===== config.mk =====
export PLATFORM = sky130hd
export DESIGN_NAME = lod_norm_pipe
export DESIGN_NICKNAME = d
export VERILOG_FILES = /design/src/rtl/lod_norm_pipe.sv
export SDC_FILE = /design/constraint.sdc
export NUM_CORES = 1
export LEC_CHECK = 0
export CAP_MARGIN = 20
export CORE_MARGIN = 2
export CORE_UTILIZATION = 38
export CTS_BUF_LIST = sky130_fd_sc_hd__clkbuf_4 sky130_fd_sc_hd__clkbuf_8
export CTS_CLUSTER_DIAMETER = 50
export CTS_CLUSTER_SIZE = 14
export DETAILED_ROUTE_END_ITERATION = 8
export HOLD_SLACK_MARGIN = 0.02
export PLACE_DENSITY_LB_ADDON = 0.08
export SLEW_MARGIN = 10
export SYNTH_ARGS = -nofsm -noshare
export SYNTH_HDL_FRONTEND = slang
export SYNTH_SLANG_ARGS = --single-unit

===== constraint.sdc =====
create_clock -name clk -period 3 [get_ports clk]
set_input_delay 0.3 -clock clk [delete_from_list [all_inputs] [get_ports clk]]
set_output_delay 0.3 -clock clk [all_outputs]
set_load 0.03 [all_outputs]

===== src/rtl/lod_norm_pipe.sv =====
// -----------------------------------------------------------------------------
// lod_norm_pipe
//
// Multi-lane, two-stage pipelined leading/trailing-one detector and normaliser.
// Each lane finds the leading one (MSB-first) or the trailing one (LSB-first)
// of its data word, reports the bit index, and emits the word shifted so that
// this one lands at the MSB (leading mode) or at bit 0 (trailing mode).
// Feeds shift amounts and pre-normalised operands to the PE shifting stage.
//
// Parameters
//   DATA_WIDTH  bits per lane (power of two, >= 4)
//   LANES       lanes processed in lockstep
//   FLOOR_POS   minimum reported position in leading mode; only used when
//               LOD_NORM_FLOOR_CLAMP_EN is defined
//   LOG_W       (localparam) encoded position width = $clog2(DATA_WIDTH)
//
// Ports
//   clk        clock
//   rst        synchronous, active-high reset
//   in_valid   input beat valid
//   in_ready   block accepts a beat this cycle (combinational from out_ready)
//   in_data    lane i at [i*DATA_WIDTH +: DATA_WIDTH]
//   in_mode    0 = leading-one, 1 = trailing-one (whole beat)
//   out_valid  output beat valid
//   out_ready  downstream accepts the beat
//   out_pos    encoded position, lane i at [i*LOG_W +: LOG_W]
//   out_norm   normalised data, lane i at [i*DATA_WIDTH +: DATA_WIDTH]
//   out_zero   lane i input was all zeros
//   out_mode   mode of the beat on the output
//
// Compile-time option
//   LOD_NORM_FLOOR_CLAMP_EN  when defined, leading-mode positions are clamped
//                            to at least FLOOR_POS (legacy encoder floor), and
//                            the normalising shift uses the clamped position.
//                            Trailing mode is never clamped.
// -----------------------------------------------------------------------------
module lod_norm_pipe #(
    parameter int DATA_WIDTH = 8,
    parameter int LANES      = 4,
    parameter int FLOOR_POS  = 3
) (
    input  logic                                   clk,
    input  logic                                   rst,
    input  logic                                   in_valid,
    output logic                                   in_ready,
    input  logic [LANES*DATA_WIDTH-1:0]            in_data,
    input  logic                                   in_mode,
    output logic                                   out_valid,
    input  logic                                   out_ready,
    output logic [LANES*$clog2(DATA_WIDTH)-1:0]    out_pos,
    output logic [LANES*DATA_WIDTH-1:0]            out_norm,
    output logic [LANES-1:0]                       out_zero,
    output logic                                   out_mode
);

    localparam int LOG_W = $clog2(DATA_WIDTH);

    // Index of the MSB, used as the base of the leading-mode shift amount.
    localparam logic [LOG_W-1:0] MAX_P = LOG_W'(DATA_WIDTH - 1);

    // -------------------------------------------------------------------------
    // Elaboration-time parameter sanity checks.
    // -------------------------------------------------------------------------
    if (DATA_WIDTH < 4 || (DATA_WIDTH & (DATA_WIDTH - 1)) != 0) begin : g_bad_width
        $error("lod_norm_pipe: DATA_WIDTH must be a power of two >= 4");
    end

    if (FLOOR_POS < 0 || FLOOR_POS >= DATA_WIDTH) begin : g_bad_floor
        $error("lod_norm_pipe: FLOOR_POS must lie in [0, DATA_WIDTH-1]");
    end

    // -------------------------------------------------------------------------
    // Handshake (both sides follow strict valid/ready rules):
    //   - A beat moves across an interface on a cycle where valid && ready.
    //   - A producer never withdraws or changes a beat while valid && !ready;
    //     this block holds out_* stable in that situation.
    //   - S2 (the output register) can take a new beat when it is empty or
    //     its current beat leaves this cycle (s2_free).
    //   - S1 can take a new beat when it is empty or it moves into S2 this
    //     cycle, so in_ready depends combinationally on out_ready. This is
    //     what lets accept and emit happen in the same cycle (1 beat/cycle).
    // -------------------------------------------------------------------------
    logic                          s1_valid;
    logic [LANES*DATA_WIDTH-1:0]   s1_data;
    logic                          s1_mode;
    logic                          s2_free;
    logic                          s1_load;

    assign s2_free  = !out_valid || out_ready;
    assign in_ready = !s1_valid || s2_free;
    assign s1_load  = in_valid && in_ready;

    // -------------------------------------------------------------------------
    // Per-lane detect / encode / normalise, computed from the S1 register.
    // -------------------------------------------------------------------------
    logic [LANES*LOG_W-1:0]        calc_pos;
    logic [LANES*DATA_WIDTH-1:0]   calc_norm;
    logic [LANES-1:0]              calc_zero;

    for (genvar g = 0; g < LANES; g++) begin : g_lane
        logic [DATA_WIDTH-1:0] d;
        logic [LOG_W-1:0]      lead_p;
        logic [LOG_W-1:0]      trail_p;
        logic [LOG_W-1:0]      p;
        logic [DATA_WIDTH-1:0] norm;

        assign d = s1_data[g*DATA_WIDTH +: DATA_WIDTH];

        // Priority scan upward: the last set bit seen is the highest one.
        // Any bit pattern is legal; all-zero leaves the default 0.
        always_comb begin
            lead_p = '0;
            for (int i = 0; i < DATA_WIDTH; i++) begin
                if (d[i]) begin
                    lead_p = LOG_W'(i);
                end
            end
        end

        // Priority scan downward: the last set bit seen is the lowest one.
        always_comb begin
            trail_p = '0;
            for (int i = DATA_WIDTH - 1; i >= 0; i--) begin
                if (d[i]) begin
                    trail_p = LOG_W'(i);
                end
            end
        end

        // Select the position for the beat's mode and normalise with it.
        // A zero lane naturally yields norm = 0 for either shift direction.
        always_comb begin
            p    = s1_mode ? trail_p : lead_p;
`ifdef LOD_NORM_FLOOR_CLAMP_EN
            // Legacy floor: leading positions below FLOOR_POS (including the
            // all-zero case) are reported as FLOOR_POS, and the shift follows
            // the clamped value so norm and pos stay consistent.
            if (!s1_mode && (lead_p < LOG_W'(FLOOR_POS))) begin
                p = LOG_W'(FLOOR_POS);
            end
`endif
            norm = '0;
            if (s1_mode) begin
                norm = d >> p;
            end else begin
                norm = d << (MAX_P - p);
            end
        end

        assign calc_pos[g*LOG_W +: LOG_W]           = p;
        assign calc_norm[g*DATA_WIDTH +: DATA_WIDTH] = norm;
        assign calc_zero[g]                          = ~|d;
    end

    // -------------------------------------------------------------------------
    // Stage 1: input register.
    // Loads on acceptance; empties when its beat moves to S2 and nothing new
    // arrives behind it.
    // -------------------------------------------------------------------------
    always_ff @(posedge clk) begin
        if (rst) begin
            s1_valid <= 1'b0;
            s1_data  <= '0;
            s1_mode  <= 1'b0;
        end else begin
            if (s1_load) begin
                s1_valid <= 1'b1;
                s1_data  <= in_data;
                s1_mode  <= in_mode;
            end else if (s2_free) begin
                s1_valid <= 1'b0;
            end
        end
    end

    // -------------------------------------------------------------------------
    // Stage 2: result register, which directly drives the outputs.
    // Only written when free, so a stalled beat is held unchanged. Payload is
    // only overwritten by a real beat; when the pipe drains, the old payload
    // remains visible with out_valid low.
    // -------------------------------------------------------------------------
    always_ff @(posedge clk) begin
        if (rst) begin
            out_valid <= 1'b0;
            out_pos   <= '0;
            out_norm  <= '0;
            out_zero  <= '0;
            out_mode  <= 1'b0;
        end else if (s2_free) begin
            out_valid <= s1_valid;
            if (s1_valid) begin
                out_pos  <= calc_pos;
                out_norm <= calc_norm;
                out_zero <= calc_zero;
                out_mode <= s1_mode;
            end
        end
    end

endmodule

==> impl_metrics.yaml, run 1 <==
status:
  run_status: "completed"
global_routing:
  grt_first_pass_wirelength_mm: 28.5
  grt-ovfl-total: 0
  grt_pass1_vias: 5370
  grt_usage: 0.240
  antenna_found_initial: 0
  grt_max_degree: 68
setup_path:
  crit_family: "compound AO/OA/AOI/OAI gates"
  cp_cell_sequence: "nand2b_2 > a2111oi_4 > o32a_1 > mux2_4 > a21oi_2 > nand4_1 > o2111a_1"
  end_kind: "flop"
  cpPeakStageDelay_ns: 0.57
  startpoint_type: "flop"
  r2r_slack_ns: 0.52
  reg2reg_from: "s1_data[31]"
  endpoint: "out_norm[24]"
  cp_max_fo: 10
  path_buf_inv: 0
  timing.critical_path.from: "s1_data[31]"
  rr_worst_depth: 7
  worst_ep_required_time_ns: 3.28
  crit_path_top_delay_cell: "dfxtp_1"
  worst-path-stages: 7
  crit_arrival_ns: 2.76
  critPathKind: "reg2reg"
  timing.rr.end: "out_norm[24]"
yosys:
  synth_cell_types: 86
  syn-num-nets: 779
  yosysWarnings: 0
  syn_avg_cell_area_um2: 7.37
  synth-seq-cells: 84
  async_flop_share: 0
  yosysSeqAreaShare: 0.308
  synth_area_mm2: 0.00547
  synth_edf_count: 0
  ys.flop_type: "dfxtp_1"
  synthCells: 742
layout:
  nNetsFinal: 832
  layout-drive-gt1-share: 0.100
  n_antenna_cell: 0
  fill_cells: 1401
  post-route-cell-area_mm2: 0.00658
  finalNonFillerCells: 978
  area_delta_synth_final_pct: 20.4
cts:
  cts-buffers-inserted: 9
  h-tree-depth: 3
  clk_pin_slew_worst_paths_ns: 0.09
  cts_hold_buffers: 0
  post_cts_buffers: 0
  cts.path.max_buffers: 2
  cts_root_buf: "clkbuf_8"
  worstSkewPairLatency_ns: 0.39
  cts.sink_count: 84
  cts_tree: "done"
  cts_resized: 0
min_path:
  hold_path.class: "in2reg"
  whs_path_depth: 4
floorplanning:
  dieArea_mm2: 0.0154
  io_pins: 88
  start_util: 0.391
  coreArea_mm2: 0.0140
  num_rows: 43
  die_y_um: 124
  die_w_um: 124
timing:
  fin_setup_tns_ns: 0
  finClkSkew_ns: 0.00947
  finalHoldViolations: 0
  rsz0062_at_grt: "no"
  clock.fmax_mhz: 403
  fin_crit_ns: 2.48
  setup_slack_ns: 0.517
  max_slew_margin: 0.532
  setup_viol: 0
  slew_violations: 0
  finalCritPeriodShare: 0.828
  worst_pin_slew_ns: 0.702
drt:
  wl_mm: 18.1
  routed-wl-met2_mm: 8.49
  remaining_drc_errors: 0
  drtIter0Drc: 618
  routed-via-count: 5827
  post_drt_wl_per_cell_um: 18.5
  antenna_left: 0
  dr.max_layer_used: "met4"
  vias_per_cell: 5.96
  wl_met3_mm: 1.05
  firstDrtPassIters: 5
  wl_met1_mm: 8.23
power:
  p_per_area_mw_per_mm2: 468
  peakVddDrop_uv: 235
  p_leak_nw: 2.34
run:
  maxCapViolations: 0
place:
  dpl.hpwl_mm: 12.8
  pre_cts_ws_ns: 0.536
  postPlaceCellArea_mm2: 0.00639
  io_buffers: 87
  gp_congestion: 0.992
  dp.cells: 964
==> tightest hold or removal path, delay by kind of cell <==
kind,cells,cell delay (ns)
buffers and inverters,2,0.30
AOI/OAI and AO/OA,2,0.19
==> cell usage in the layout (no fill, tap or decap), types with 10 or more instances in the layout <==
| cell | count |
|---|---|
| a21oi_1 | 86 |
| a31oi_1 | 19 |
| buf_4 | 17 |
| clkbuf_8 | 11 |
| clkdlybuf4s50_1 | 86 |
| dfxtp_1 | 83 |
| inv_1 | 16 |
| nand2_1 | 119 |
| nand3_1 | 25 |
| nor2_1 | 67 |
| nor3_1 | 15 |
| o211ai_1 | 10 |
| o21ai_0 | 47 |
==> stage by stage <==
step / hold slack, ns / power, W / utilization
floorplan: 0.417 / 0.00193 / -
global placement: 0.447 / 0.00224 / 0.457
detailed placement: 0.452 / 0.00223 / 0.457
CTS: 0.440 / 0.00309 / 0.471
global route: 0.458 / 0.00325 / 0.471
finish: 0.433 / 0.00308 / 0.471
==> worst min path at each step <==
stage / startpoint / to / slack [ns]
2_1_floorplan: in_valid / s1_valid / 0.42
3_3_place_gp: out_zero[1] / out_zero[1] / 0.45
3_5_place_dp: out_pos[5] / out_pos[5] / 0.45
4_1_cts: in_data[0] / s1_data[0] / 0.44
5_1_grt: in_data[5] / s1_data[5] / 0.46
6_report: rst / out_norm[5] / 0.43
==> state kept, by name (all words and copies together) (netlist names) <==
signal and flops:
out_norm 32, s1_data 32, out_pos 12, out_zero 4, out_mode 1, out_valid 1
s1_mode 1, s1_valid 1
==> cells by family after synthesis <==
| group | count (synthesis) | synth area share |
|---|---|---|
| AO/OA/AOI/OAI | 286 | 0.359 |
| buffers and inverters | 83 | 0.0760 |
| flip-flops | 84 | 0.308 |
| multiplexers | 8 | 0.0185 |
| AND/OR/NAND/NOR | 281 | 0.239 |
==> synthesized netlist by cell type, drive strengths merged (8+ instances only) <==
master | count | area, µm²
a211oi | 10 | 80.1
o21ai | 58 | 298
a21oi | 91 | 497
a221oi | 8 | 82.6
nand2 | 120 | 458
nor2 | 70 | 285
inv | 18 | 67.6
nand3 | 25 | 125
clkbuf | 27 | 101
nor2b | 11 | 71.3
nor3 | 19 | 115
a31oi | 19 | 119
o211ai | 10 | 75.1
dfxtp | 84 | 1680
buf | 36 | 234
==> report_power, final <==
group          internal, W  switching, W  total, W
sequential         0.00118     0.0000896   0.00127
combinational     0.000364      0.000577  0.000942
clock             0.000430      0.000437  0.000867
total              0.00198       0.00110   0.00308
==> metal layers <==
metal / track usage / vias to the layer above
met1: 0.322 / 2752
met4: 0.0787 / 0
met5: 0 / -
met3: 0.0394 / 29
li1: - / 2813
met2: 0.391 / 233
==> final cells by class <==
type	instances	area, µm²	share of cell area
Clock buffer	12	159	0.0241
Clock inverter	2	35.0	0.00532
Inverter	19	71.3	0.0108
Multi-Input combinational cell	575	3380	0.513
Sequential cell	84	1680	0.256
Tap cell	180	225	0.0342
Timing Repair Buffer	106	1030	0.157
Power figures use the tool's default switching activity.
==> run 2, diff against run 1 <==
- clock period: 3 -> 2.53 ns (I/O delays scaled with it)
==> run 2 against run 1 <==
Net effect: sequential power up 18%; combinational power increased by 24%; die area unchanged; sequential share of layout area down 0.56 points; wire length is 0.38% higher; flip-flop and latch count unchanged; clock power rose by 19%; highest routed layer unchanged; critical endpoint unchanged; global-route usage down 0.084 points; setup slack worse by 0.30 ns; largest cell class unchanged; critical path type unchanged.
==> impl_metrics.yaml, run 2 (synthesis results as in run 1) <==
status:
  run_status: "completed"
layout:
  n_antenna_cell: 0
  final_common_cell: "nand2_1"
  nNetsFinal: 848
  area_delta_synth_final_pct: 23.1
  layout-drive-gt1-share: 0.119
  top_regs: "out_norm: 32 flops, s1_data: 32 flops, out_pos: 12 flops"
  final_cell_mix: "119 x nand2_1, 86 x a21oi_1, 86 x clkdlybuf4s50_1, 83 x dfxtp_1, 67 x nor2_1"
  finalNonFillerCells: 995
setup_path:
  critPathKind: "reg2reg"
  worst_ep_required_time_ns: 2.80
  startpoint_type: "flop"
  cp_max_fo: 10
  crit_arrival_ns: 2.59
  end_kind: "flop"
timing:
  rsz0062_at_grt: "no"
  finalHoldViolations: 0
  finalCritPeriodShare: 0.915
  slew_violations: 0
  finClkSkew_ns: 0.00930
  fin_setup_tns_ns: 0
  clock.fmax_mhz: 432
  setup_viol: 0
  fin_crit_ns: 2.31
  max_slew_margin: 0.542
  worst_pin_slew_ns: 0.687
floorplanning:
  dieArea_mm2: 0.0154
  coreArea_mm2: 0.0140
  io_pins: 88
  start_util: 0.391
  die_y_um: 124
  num_rows: 43
  die_w_um: 124
cts:
  cts-buffers-inserted: 9
  worstSkewPairLatency_ns: 0.38
  cts.path.max_buffers: 2
  cts_resized: 0
  post_cts_buffers: 0
  h-tree-depth: 3
  cts_hold_buffers: 0
  cts_tree: "done"
  cts_root_buf: "clkbuf_8"
  clk_pin_slew_worst_paths_ns: 0.09
  cts.sink_count: 84
global_routing:
  grt_usage: 0.239
  antenna_found_initial: 0
  grt_first_pass_wirelength_mm: 28.7
  grt_pass1_vias: 5476
  grt-ovfl-total: 0
  grt_max_degree: 60
power:
  peakVddDrop_uv: 194
  p_per_area_mw_per_mm2: 549
  p_leak_nw: 2.43
run:
  maxCapViolations: 0
place:
  dpl.hpwl_mm: 13.1
  dp.cells: 980
  io_buffers: 87
  gp_congestion: 0.962
drt:
  post_drt_wl_per_cell_um: 18.3
  antenna_left: 0
  firstDrtPassIters: 5
  wl_mm: 18.2
  drtIter0Drc: 444
  remaining_drc_errors: 0
  routed-via-count: 5851
  vias_per_cell: 5.88
min_path:
  hold_path.class: "in2reg"
==> run 2: final cells by class <==
cell class	count	area [µm²]
Fill cell	1429	7260
Inverter	19	71.3
Clock inverter	2	35.0
Timing Repair Buffer	122	1180
Tap cell	180	225
Sequential cell	84	1680
Multi-Input combinational cell	575	3380
Clock buffer	13	160
==> run 2: critical path, cell delays in order (launching register included) <==
cell and delay, ns:
dfxtp_1 0.56, nand2b_2 0.12, a2111oi_4 0.43, o32a_1 0.27, mux2_4 0.31, a21oi_2 0.16, nand4_1 0.17, o2111a_1 0.19
==> run 2: per-layer routing <==
metal	part of all wire	GRT usage
met3	0.043	0.0256
met2	0.47	0.397
met1	0.46	0.320
met5	0	0
met4	0.019	0.0871
==> run 2: power breakdown <==
group | switching (W) | internal, W | leakage, nW
Combinational | 0.000700 | 0.000465 | 1.64
Sequential | 0.000101 | 0.00140 | 0.690
Clock | 0.000514 | 0.000511 | 0.104
==> run 2: final timing paths <==
| path | slack [ns] | depth (start not counted) | to | from |
|---|---|---|---|---|
| max | 0.22 | 7 | out_norm[24] | s1_data[31] |
| min | 0.32 | 4 | out_norm[29] | rst |
| max reg2reg | 0.22 | 7 | out_norm[24] | s1_data[31] |
| min reg2reg | 0.46 | 2 | out_mode | out_mode |
==> run 2: metrics by stage <==
| stage | cell area (µm²) | hold WS [ns] | total power, W | util | setup WS [ns] |
|---|---|---|---|---|---|
| after floorplan | 5470 | 0.370 | 0.00229 | - | 0.456 |
| after global placement | 6530 | 0.444 | 0.00269 | 0.467 | 0.313 |
| after detailed placement | 6530 | 0.454 | 0.00269 | 0.467 | 0.238 |
| after CTS | 6730 | 0.319 | 0.00371 | 0.481 | 0.222 |
| after global routing | 6730 | 0.369 | 0.00388 | 0.481 | 0.0439 |
| final | 6730 | 0.325 | 0.00369 | 0.481 | 0.216 |
